## config.mk

```make
export PLATFORM = sky130hd
export DESIGN_NAME = poly_mem_writer
export DESIGN_NICKNAME = d
export VERILOG_FILES = /design/src/rtl/poly_mem_writer.sv
export SDC_FILE = /design/constraint.sdc
export NUM_CORES = 1
export LEC_CHECK = 0
export ABC_AREA = 1
export BUFFER_PORTS_ARGS = -buffer_cell sky130_fd_sc_hd__buf_2
export CORE_MARGIN = 2
export CORE_UTILIZATION = 41
export CTS_BUF_LIST = sky130_fd_sc_hd__clkbuf_4
export CTS_CLUSTER_DIAMETER = 30
export DETAILED_ROUTE_END_ITERATION = 7
export GPL_TIMING_DRIVEN = 0
export PLACE_DENSITY = 0.63
export SYNTH_ARGS = -nofsm -noshare
export SYNTH_HDL_FRONTEND = slang
export SYNTH_SLANG_ARGS = --single-unit
```

## constraint.sdc

```tcl
create_clock -name clk -period 2.2 [get_ports clk]
set_clock_uncertainty 0.2 [all_clocks]
set_input_delay 0.11 -clock clk [delete_from_list [all_inputs] [get_ports clk]]
set_output_delay 0.11 -clock clk [all_outputs]
set_load 0.01 [all_outputs]
```

## src/rtl/poly_mem_writer.sv

```systemverilog
// Streams one polynomial of N_COEFF coefficients into the coefficient memory at
// addresses 0..N_COEFF-1 and tracks the highest index that holds a nonzero value.
module poly_mem_writer #(
    parameter int RAM_WIDTH     = 26,
    parameter int RAM_ADDR_BITS = 11,
    parameter int N_COEFF       = 757
) (
    input  logic                     clk,
    input  logic                     rst,
    input  logic                     start,
    input  logic                     in_valid,
    output logic                     in_ready,
    input  logic [RAM_WIDTH-1:0]     in_data,
    output logic                     write_enable,
    output logic [RAM_ADDR_BITS-1:0] write_address,
    output logic [RAM_WIDTH-1:0]     input_data,
    output logic [RAM_ADDR_BITS-1:0] deg,
    output logic                     busy,
    output logic                     done
);

    typedef enum logic [1:0] {
        S_IDLE,
        S_LOAD,
        S_DONE
    } state_t;

    localparam logic [RAM_ADDR_BITS-1:0] LAST_IDX = RAM_ADDR_BITS'(N_COEFF - 1);

    state_t                   state_q, state_d;
    logic [RAM_ADDR_BITS-1:0] idx_q, idx_d;
    logic [RAM_ADDR_BITS-1:0] addr_q, addr_d;
    logic [RAM_ADDR_BITS-1:0] deg_q, deg_d;
    logic [RAM_WIDTH-1:0]     data_q, data_d;
    logic                     we_q, we_d;

    always_ff @(posedge clk) begin
        if (rst) begin
            state_q <= S_IDLE;
            idx_q   <= '0;
            addr_q  <= '0;
            deg_q   <= '0;
            data_q  <= '0;
            we_q    <= 1'b0;
        end else begin
            state_q <= state_d;
            idx_q   <= idx_d;
            addr_q  <= addr_d;
            deg_q   <= deg_d;
            data_q  <= data_d;
            we_q    <= we_d;
        end
    end

    always_comb begin
        state_d  = state_q;
        idx_d    = idx_q;
        addr_d   = addr_q;
        deg_d    = deg_q;
        data_d   = data_q;
        we_d     = 1'b0;
        in_ready = 1'b0;
        done     = 1'b0;
        busy     = (state_q != S_IDLE);
        case (state_q)
            S_IDLE: begin
                if (start) begin
                    state_d = S_LOAD;
                    idx_d   = '0;
                    deg_d   = '0;
                end
            end
            S_LOAD: begin
                in_ready = 1'b1;
                if (in_valid) begin
                    we_d   = 1'b1;
                    addr_d = idx_q;
                    data_d = in_data;
                    if (|in_data) deg_d = idx_q;
                    // Index parks on the last slot instead of wrapping.
                    if (idx_q == LAST_IDX) state_d = S_DONE;
                    else                   idx_d   = idx_q + 1'b1;
                end
            end
            S_DONE: begin
                // The final write registered on the last beat is visible in this cycle.
                done    = 1'b1;
                state_d = S_IDLE;
            end
            default: state_d = S_IDLE;
        endcase
    end

    assign write_enable  = we_q;
    assign write_address = addr_q;
    assign input_data    = data_q;
    assign deg           = deg_q;

endmodule

```

Word-level counts from Yosys, hierarchy flattened --
Cells that the tools add are included.
Storage, ports and cells: input bits 30, register bits 62, output and inout port bits 52
Operators by class: reduce and logical (&&, ||, !) cells 9, add/sub/neg operators 1, multiplexer cells 14, eq/ne operators 8, bitwise gates (word level) 1
Operator list (count):
- $mux 11 | 5
- $pmux 11 s2 | 2
- $reduce_or 26->1 | 1
- $add 11x1->11 const B | 1
- $eq 11x10->1 const B | 1
- $ne 2x2->1 const B | 5
- $reduce_and 4->1 | 2
- $mux 2 | 3
- $pmux 2 s2 | 1
- $reduce_bool 2->1 | 2
- $mux 1 | 3
- $reduce_and 3->1 | 1
- $eq 2x1->1 const B | 1
- $eq 2x2->1 const B | 1
- $logic_not 2->1 | 1
- $reduce_and 2->1 | 1
- $reduce_or 2->1 | 1
- $not 1->1 | 1

Logic depth before layout (Yosys ltp) --
Gate-level depths: netlist of run 1.
depth after elaboration 4, mapped depth 11

Worst setup path after synthesis of run 1 --
Ideal clock, no wire load.
kind reg-to-reg, start point register idx_q[0], end point register idx_q[7], data arrival time 1.276 ns, library setup time 0.128 ns, stages on the path, launching flop included 10, data required time 1.872 ns, setup slack 0.596 ns, cells stage by stage dfxtp_1 inv_1 ha_1 nand2_1 nor3_2 nand4_4 nand2_4 nand2_1 nand2_1 nor2_1
Between the ends: word-level cells in the longest chain between the ends 4, elaborated cells on any way between the ends 7, classes of those cells 1 x add/sub; 2 x eq/ne; 3 x mux; 1 x reduce/logical
Ends and longest elaborated chain:
- start: declaration | line 31 | logic [RAM_ADDR_BITS-1:0] idx_q, idx_d;
- start signal: assignment | line 47 | idx_q <= idx_d;
- $add 11x1->11 | line 82 | else idx_d = idx_q + 1'b1;
- $mux 11 | line 81 | if (idx_q == LAST_IDX) state_d = S_DONE;
- $mux 11 | line 75 | if (in_valid) begin
- $pmux 11 s2 | line 65 | case (state_q)
Several ways; a longest one is shown, not always the timed one. The select of a mux whose other input is x is not followed. A chain may end at the register's enable or synchronous reset.

Worst setup path after layout of run 1 --
start point register state_q[1], end point register data_q[22] (netlist: input_data[22])
Between the ends: word-level cells in the longest chain between the ends 2
Ends and longest elaborated chain:
- start: declaration | line 30 | state_t state_q, state_d;
- start signal: assignment | line 46 | state_q <= state_d;
- $eq 2x1->1 | line 65
- $reduce_and 2->1 (no line)
- end signal: assignment | line 50 | data_q <= data_d;
- end: declaration | line 34 | logic [RAM_WIDTH-1:0] data_q, data_d;
No other way between the ends.

==> results.yml, run 1 <==
die:
  row_count: 29
  dieArea_mm2: 0.007385
  core_area_mm2: 0.006422
  dieHeight_um: 85.94
  io_pins: 82
  die_w_um: 85.94
  start_util_pct: 42.86
drt:
  avgViaCountPerCell: 4.769
  ant_nets: 0
  wl_mm: 7.385
  dr.first_iter.drc_count: 113
  vias: 2828
  remaining_drc_errors: 0
  drt_first_pass_iters: 4
  wl_per_cell_um: 12.45
setup_path:
  required_ns: 2.34
  cp_cell_sequence: "inv_1 -> nand2_4 -> inv_2 -> nand2_2 -> inv_1 -> buf_4 -> nand2_1 -> a21oi_1 -> dlygate4sd3_1"
  worstPathMaxFanout: 19
  crit_slowest_cell: "dlygate4sd3_1"
  critical-path-max-stage-delay_ns: 0.56
  critPathKind: "register to register"
  cp_common_cell: "inv_1"
  startpoint_type: "register"
  critPathTopFamily: "buffers and inverters"
  crit_arrival_ns: 2.15
  worst-path-buf-inv: 5
  end_kind: "register"
cells_and_area:
  seq_area_mm2: 0.001242
  fin_area_mm2: 0.003726
  fillers: 613
  multi_input_area_mm2: 0.001207
  final_core_util_pct: 58.02
  antennaDiodeCount: 0
  fin_nets: 543
  areaGrowthSynthToFinish_pct: 35.36
  drive_gt1_share_pct: 23.06
clocking:
  clock-sinks: 62
  htree_levels: 3
  cts_made_buffers: 9
  cts_tree: "yes"
  post-cts-setup-buffers: 0
  cts_root_buf: "clkbuf_4"
  clkSlewWorstSetupHoldPaths_ns: 0.10
  cts_max_path_buffers: 2
  clkLatencyLatePin_ns: 0.40
timing:
  tightest_slew_ns: 0.4979
  period_share_pct: 91.07
  drv_slew: 0
  setup_violations: 0
  tns_ns: 0
  hold_viol: 0
  rsz0062_at_grt: "no"
  fmaxAchievable_mhz: 499.1
  maxSlewHeadroom_pct: 66.81
  holdWs_ns: 0.2709
  min_period_ns: 2.004
outcome:
  status: "finished clean"
synth:
  syn_area_per_cell_um2: 7.150
  ys_warn_count: 0
  synth_area_mm2: 0.002753
  ys_ff_latch: 62
  synth.distinct_cells: 26
  synth_cells: 385
  synth_nets: 417
  synth_top_cell_area_share_pct: 45.09
  seq_area_frac_synth_pct: 45.09
  yosysTopAreaCell: "dfxtp_1"
  netlist_top_cells_area: "dfxtp_1 (45%), nand2_1 (11%), nor2_1 (7.2%)"
placement:
  dpl-instance-area_mm2: 0.003254
  numPortBuffers: 81
  place_hpwl_mm: 5.149
  place.gp.congestion: 0.9124
power:
  peakVddDrop_uv: 317.2
  power_density_mw_per_mm2: 629.6
  p_leak_nw: 1.819
grt:
  grt_max_degree: 11
  grt_use_total_pct: 20.78
  grt_pass1_vias: 2654
  gr-total-overflow: 0
  antenna_found_initial: 0
  grt_pass1_wl_mm: 12.19
flow_run:
  maxCapViolCount: 0
worst_hold_path:
  hold_class: "register to register"
-- worst paths after layout --
path | start | slack (ns) | depth (start not counted) | endpoint
setup / recovery | state_q[1] | 0.20 | 9 | input_data[22]
hold / removal | deg[2] | 0.27 | 2 | deg[2]
hold reg to reg | deg[2] | 0.27 | 2 | deg[2]
setup reg to reg | state_q[1] | 0.20 | 9 | input_data[22]
-- power breakdown --
part / internal, mW / switching, mW / leakage [nW] / total, mW
combinational: 0.170 / 0.217 / 1.24 / 0.388
clock: 0.346 / 0.403 / 0.0750 / 0.750
sequential: 1.18 / 0.0307 / 0.506 / 1.21
total: 1.69 / 0.651 / 1.82 / 2.35
-- layer usage --
layer | routed length, um | GRT usage (%)
met1 | 3340 | 25.96
met3 | 480 | 5.582
met5 | 0 | 0
met2 | 3501 | 34.39
met4 | 63 | 7.359
-- cell usage after synthesis, drive strengths merged --
library cell	n
nand4	5
clkbuf	7
dfxtp	62
buf	10
nor3	3
inv	52
nand3	29
o21ai	37
xor2	2
nand2	84
nand3b	1
ha	2
xnor2	1
a21oi	34
nor2	56
-- registers in the layout, indices dropped and copies added (netlist names) --
| signal | cells |
|---|---|
| deg | 11 |
| idx_q | 11 |
| input_data | 26 |
| state_q | 2 |
| write_address | 11 |
| write_enable | 1 |
-- what timing repair did --
item / CTS / global route
setup endpoints to repair: 0 / 5
endpoints found under the hold margin: 38 / 0
hold buffers: 35 / 0
gates resized for setup: 0 / 1
-- cell families (layout without fill, tap and decap cells) --
kind of cell	count (synthesis)	count (layout)	synth area share (%)
AOI/OAI and AO/OA	71	71	12.91
xor gates and xnor gates	3	3	0.9547
adders and majority gates	2	2	0.9089
buffers and inverters	69	200	11.05
DFF	62	62	45.09
and+or+nand+nor	178	178	29.09
-- metrics by stage --
stage | cells | power, mW | setup WS (ns)
floorplan | 385 | 1.446 | 0.5962
global placement | 543 | 1.571 | 0.3602
detailed placement | 543 | 1.575 | 0.3465
CTS | 594 | 2.371 | 0.05301
global route | 593 | 2.478 | 0.05695
finish | 593 | 2.346 | 0.1964
-- cell usage in the layout, fill, tap and decap left out --
master and n:
inv_1 49, buf_6 4, nor3_1 2, a21oi_1 34, nor2_4 1, nand3b_1 1, nand2_2 2, nor2_2 2
xor2_1 2, buf_4 2, clkinv_1 2, buf_2 84, nand4_4 1, clkbuf_4 10, nand2_4 3, clkbuf_1 7
inv_2 3, clkinv_2 3, ha_1 2, nand4_1 4, dfxtp_2 1, nand2_8 1, dfxtp_1 61, o21ai_0 34
dlygate4sd3_1 35, o21ai_1 3, nor3_2 1, nor2_1 53, xnor2_1 1, nand3_1 29, nand2_1 78, bufinv_16 1
-- layout make-up --
| class | count | share of cell area (%) |
|---|---|---|
| inverters | 52 | 5.238 |
| well taps | 77 | 2.586 |
| plain buffers | 16 | 2.720 |
| clock inverters | 6 | 1.410 |
| multi-input cells | 254 | 32.40 |
| clock buffers | 10 | 2.015 |
| flip-flops and latches | 62 | 33.34 |
| repair buffers | 116 | 20.28 |
-- worst min-delay path: cells and delay by family (launching register included) --
kind	cells	cell delay (ns)
AND/OR/NAND/NOR	2	0.11
flip-flops	1	0.33
Power figures use the tool's default switching activity.
==> inputs of run 2 (changes only) <==
- CTS_BUF_LIST: sky130_fd_sc_hd__clkbuf_4 -> default
==> results.yml, run 2 (synthesis gave the netlist of run 1 again) <==
outcome:
  status: "finished clean"
setup_path:
  critPathTopFamily: "simple AND/OR/NAND/NOR gates"
  worstPathMaxFanout: 10
  rrSetupSlack_ns: 0.34
  reg2reg_to: "idx_q[7]"
  cp_cell_sequence: "inv_1 -> ha_1 -> nand2_1 -> nor3_2 -> nand4_4 -> nand2_4 -> nand2_1 -> nand2_1 -> nor2_1"
  reg2reg_depth: 9
  r2r_start: "idx_q[0]"
  startpoint_type: "register"
  crit_slowest_cell: "dfxtp_1"
  worst-path-stages: 9
  cp_common_cell: "nand2_1"
  critPathCapture: "idx_q[7]"
  critPathKind: "register to register"
  worst-path-buf-inv: 1
  crit_arrival_ns: 1.87
  required_ns: 2.21
  critPathLaunch: "idx_q[0]"
  critical-path-max-stage-delay_ns: 0.38
  end_kind: "register"
die:
  dieArea_mm2: 0.007385
  start_util_pct: 42.86
  core_area_mm2: 0.006422
  die_w_um: 85.94
  row_count: 29
  dieHeight_um: 85.94
  io_pins: 82
placement:
  dpl-instance-area_mm2: 0.003254
  place_ws_ns: 0.3465
  place_hpwl_mm: 5.149
  numPortBuffers: 81
  place.gp.congestion: 0.9124
cells_and_area:
  drive_gt1_share_pct: 23.48
  fin_area_mm2: 0.003745
  mostFrequentLayoutCells: "buf_2 (84), nand2_1 (78), dfxtp_1 (62)"
  largest_reg_flops: 26
  fin_nets: 538
  mostFrequentLayoutCell: "buf_2"
  antennaDiodeCount: 0
  areaGrowthSynthToFinish_pct: 36.05
grt:
  gr-total-overflow: 0
  grt_use_total_pct: 20.52
  grt_pass1_vias: 2637
  grt_pass1_wl_mm: 12.12
  antenna_found_initial: 0
  grt_max_degree: 11
timing:
  fmaxAchievable_mhz: 538.3
  maxSlewHeadroom_pct: 66.21
  drv_slew: 0
  tightest_slew_ns: 0.5068
  setup_violations: 0
  min_period_ns: 1.858
  hold_viol: 0
  rsz0062_at_grt: "no"
  setup_slack_ns: 0.3424
  tns_ns: 0
  period_share_pct: 84.44
drt:
  remaining_drc_errors: 0
  ant_nets: 0
  dr.first_iter.drc_count: 116
  drt_first_pass_iters: 4
  avgViaCountPerCell: 4.794
  wl_per_cell_um: 12.40
  wl_mm: 7.294
  vias: 2819
clocking:
  cts_tree: "yes"
  cts_root_buf: "clkbuf_8"
  clkLatencyLatePin_ns: 0.34
  hold_buffers: 29
  cts_made_buffers: 9
  clock-sinks: 62
  htree_levels: 3
  cts_resized: 0
  post-cts-setup-buffers: 0
  clkSlewWorstSetupHoldPaths_ns: 0.07
  cts_max_path_buffers: 2
power:
  p_leak_nw: 1.816
  power_density_mw_per_mm2: 695.6
  total_power_mw: 2.605
  peakVddDrop_uv: 327.6
worst_hold_path:
  hold_class: "register to register"
flow_run:
  maxCapViolCount: 0
## run 2: worst min-delay path by stage
stage / startpoint / slack (ns) / depth (start not counted) / to
final: deg[2] / 0.26 / 2 / deg[2]
after global routing: deg[8] / 0.28 / 2 / deg[8]
after CTS: deg[0] / 0.27 / 2 / deg[0]
after detailed placement: rst / 0.17 / 2 / write_enable
after global placement: rst / 0.15 / 2 / idx_q[2]
after floorplan: rst / -0.02 / 1 / write_enable
## run 2: where the power goes
group          internal, mW  total (mW)  switching (mW)
Sequential             1.18        1.21          0.0306
Clock                 0.580        1.01           0.435
Combinational         0.166       0.382           0.216
Total                  1.92        2.61           0.681
## run 2: cell type report
| class | instances | area (um^2) |
|---|---|---|
| plain buffers | 17 | 108.9 |
| clock buffers | 12 | 155.1 |
| multi-input cells | 254 | 1207 |
| clock inverters | 4 | 45.04 |
| inverters | 52 | 195.2 |
| well taps | 77 | 96.34 |
| fillers | 611 | 2678 |
| repair buffers | 110 | 695.7 |
| flip-flops and latches | 62 | 1241 |
## run 2: worst register-to-register path, cell delays in order, from the launching register on
cell     delay [ns]
dfxtp_1        0.38
inv_1          0.13
ha_1           0.17
nand2_1        0.08
nor3_2         0.20
nand4_4        0.22
nand2_4        0.18
nand2_1        0.07
nand2_1        0.07
nor2_1         0.04
## run 2: metrics by stage
| stage | cells | hold slack [ns] | utilization (%) |
|---|---|---|---|
| after floorplan | 385 | -0.02096 | - |
| after global placement | 543 | 0.1503 | 50.67 |
| after detailed placement | 543 | 0.1674 | 50.67 |
| after CTS | 588 | 0.2695 | 58.31 |
| after global routing | 588 | 0.2840 | 58.31 |
| final | 588 | 0.2638 | 58.31 |
## run 2: metal layers
layer  part of all wire [%]  GRT usage, %  wire length, um  vias to the layer above
met5                      0             0                0                        -
met4                    1.3         6.061               93                        0
met3                    7.4         5.871              542                        9
met2                     47         34.25             3413                      102
met1                     44         25.67             3244                     1249
li1                       -             -                -                     1459
==> inputs of run 3 (changes only) <==
- PLACE_DENSITY: 0.63 -> 0.65
- clock period: 2.2 -> 1.7 ns (I/O delays scaled with it)
==> results.yml, run 3 (synthesis gave the netlist of run 1 again) <==
grt:
  grt_max_degree: 11
  antenna_found_initial: 0
  grt_use_total_pct: 20.94
  grt_pass1_vias: 2814
  gr-total-overflow: 0
  grt_pass1_wl_mm: 12.48
drt:
  drt_first_pass_iters: 4
  wl_per_cell_um: 12.66
  avgViaCountPerCell: 4.837
  wl_mm: 7.621
  vias: 2912
  dr.first_iter.drc_count: 211
  remaining_drc_errors: 0
  ant_nets: 0
setup_path:
  end_kind: "register"
  required_ns: 1.73
  crit_arrival_ns: 1.67
  worstPathMaxFanout: 6
  startpoint_type: "input pin"
  critPathKind: "input pin to register"
  reg2reg_depth: 7
flow_run:
  maxCapViolCount: 0
timing:
  hold_viol: 0
  fmaxAchievable_mhz: 610.6
  tightest_slew_ns: 0.4801
  tns_ns: 0
  min_period_ns: 1.638
  period_share_pct: 96.33
  setup_violations: 0
  setup_slack_ns: 0.06237
  holdWs_ns: 0.07496
  maxSlewHeadroom_pct: 67.99
  drv_slew: 0
  rsz0062_at_grt: "yes"
cells_and_area:
  fin_nets: 553
  mostFrequentLayoutCell: "buf_2"
  antennaDiodeCount: 0
  largest_reg_flops: 26
  fillers: 597
  areaGrowthSynthToFinish_pct: 46.32
  final_core_util_pct: 62.71
  mostFrequentLayoutCells: "buf_2 (85), nand2_1 (76), dfxtp_1 (58)"
  drive_gt1_share_pct: 30.10
die:
  core_area_mm2: 0.006422
  start_util_pct: 42.86
  io_pins: 82
  dieArea_mm2: 0.007385
  die_w_um: 85.94
  row_count: 29
  dieHeight_um: 85.94
clocking:
  cts_tree: "yes"
  cts_root_buf: "clkbuf_8"
  cts_max_path_buffers: 2
  clock-sinks: 62
  cts_made_buffers: 9
  clkSlewWorstSetupHoldPaths_ns: 0.07
  clkLatencyLatePin_ns: 0.34
  htree_levels: 3
power:
  p_leak_nw: 1.929
  power_density_mw_per_mm2: 880.4
  peakVddDrop_uv: 512.9
worst_hold_path:
  hold_class: "input pin to register"
  whs_path_depth: 3
placement:
  place.gp.congestion: 0.8867
  place_ws_ns: -0.1400
  place_hpwl_mm: 5.050
  numPortBuffers: 81
outcome:
  status: "finished clean"
run 3: final timing paths:
path | start | to | slack (ns)
min | rst | idx_q[7] | 0.07
min reg2reg | deg[0] | deg[0] | 0.26
max reg2reg | idx_q[2] | idx_q[0] | 0.07
max | in_data[19] | deg[9] | 0.06
run 3: through the flow:
stage	instances	area [um^2]	total power, mW
after floorplan	385	2753	1.871
after global placement	543	3254	2.032
after detailed placement	543	3254	2.036
after CTS	594	3856	3.534
after global routing	602	4028	3.710
final	602	4028	3.546
run 3: final cells by class:
class / instances / area [um^2] / share of cell area, %
clock inverters: 4 / 70.07 / 1.740
repair buffers: 123 / 797.0 / 19.79
inverters: 52 / 200.2 / 4.970
clock buffers: 11 / 151.4 / 3.759
flip-flops and latches: 62 / 1254 / 31.13
plain buffers: 17 / 115.1 / 2.858
well taps: 77 / 96.34 / 2.392
multi-input cells: 256 / 1344 / 33.36
run 3: worst max-delay path, cell delays in order:
cell,delay [ns]
dlygate4sd3_1,0.54
buf_2,0.12
inv_1,0.07
nand2_1,0.05
nor2_1,0.11
nand2_1,0.09
nor2_4,0.15
nand2_4,0.10
nand2_4,0.08
buf_4,0.13
nand2_1,0.05
nand2_1,0.05
nor2_1,0.04
run 3: where the power goes:
part           internal (mW)  switching [mW]
clock network          0.892           0.556
registers               1.52          0.0406
logic                  0.239           0.295
run 3: layer usage:
layer / wire (um) / share of wire (%) / GRT usage, % / up-vias
met5: 0 / 0 / 0 / -
met4: 104 / 1.4 / 7.504 / 0
met3: 511 / 6.7 / 5.871 / 12
met2: 3683 / 48 / 35.73 / 100
met1: 3323 / 44 / 25.07 / 1306
li1: - / - / - / 1494
run 3: timing repair:
action | in CTS | in global routing
endpoints found under the hold margin | 31 | 0
hold buffers | 29 | 0
resized for setup | 13 | 35
setup buffers | 5 | 7
cloned | 2 | 1
endpoints found under the setup margin | 19 | 45
pin swaps | 4 | 11
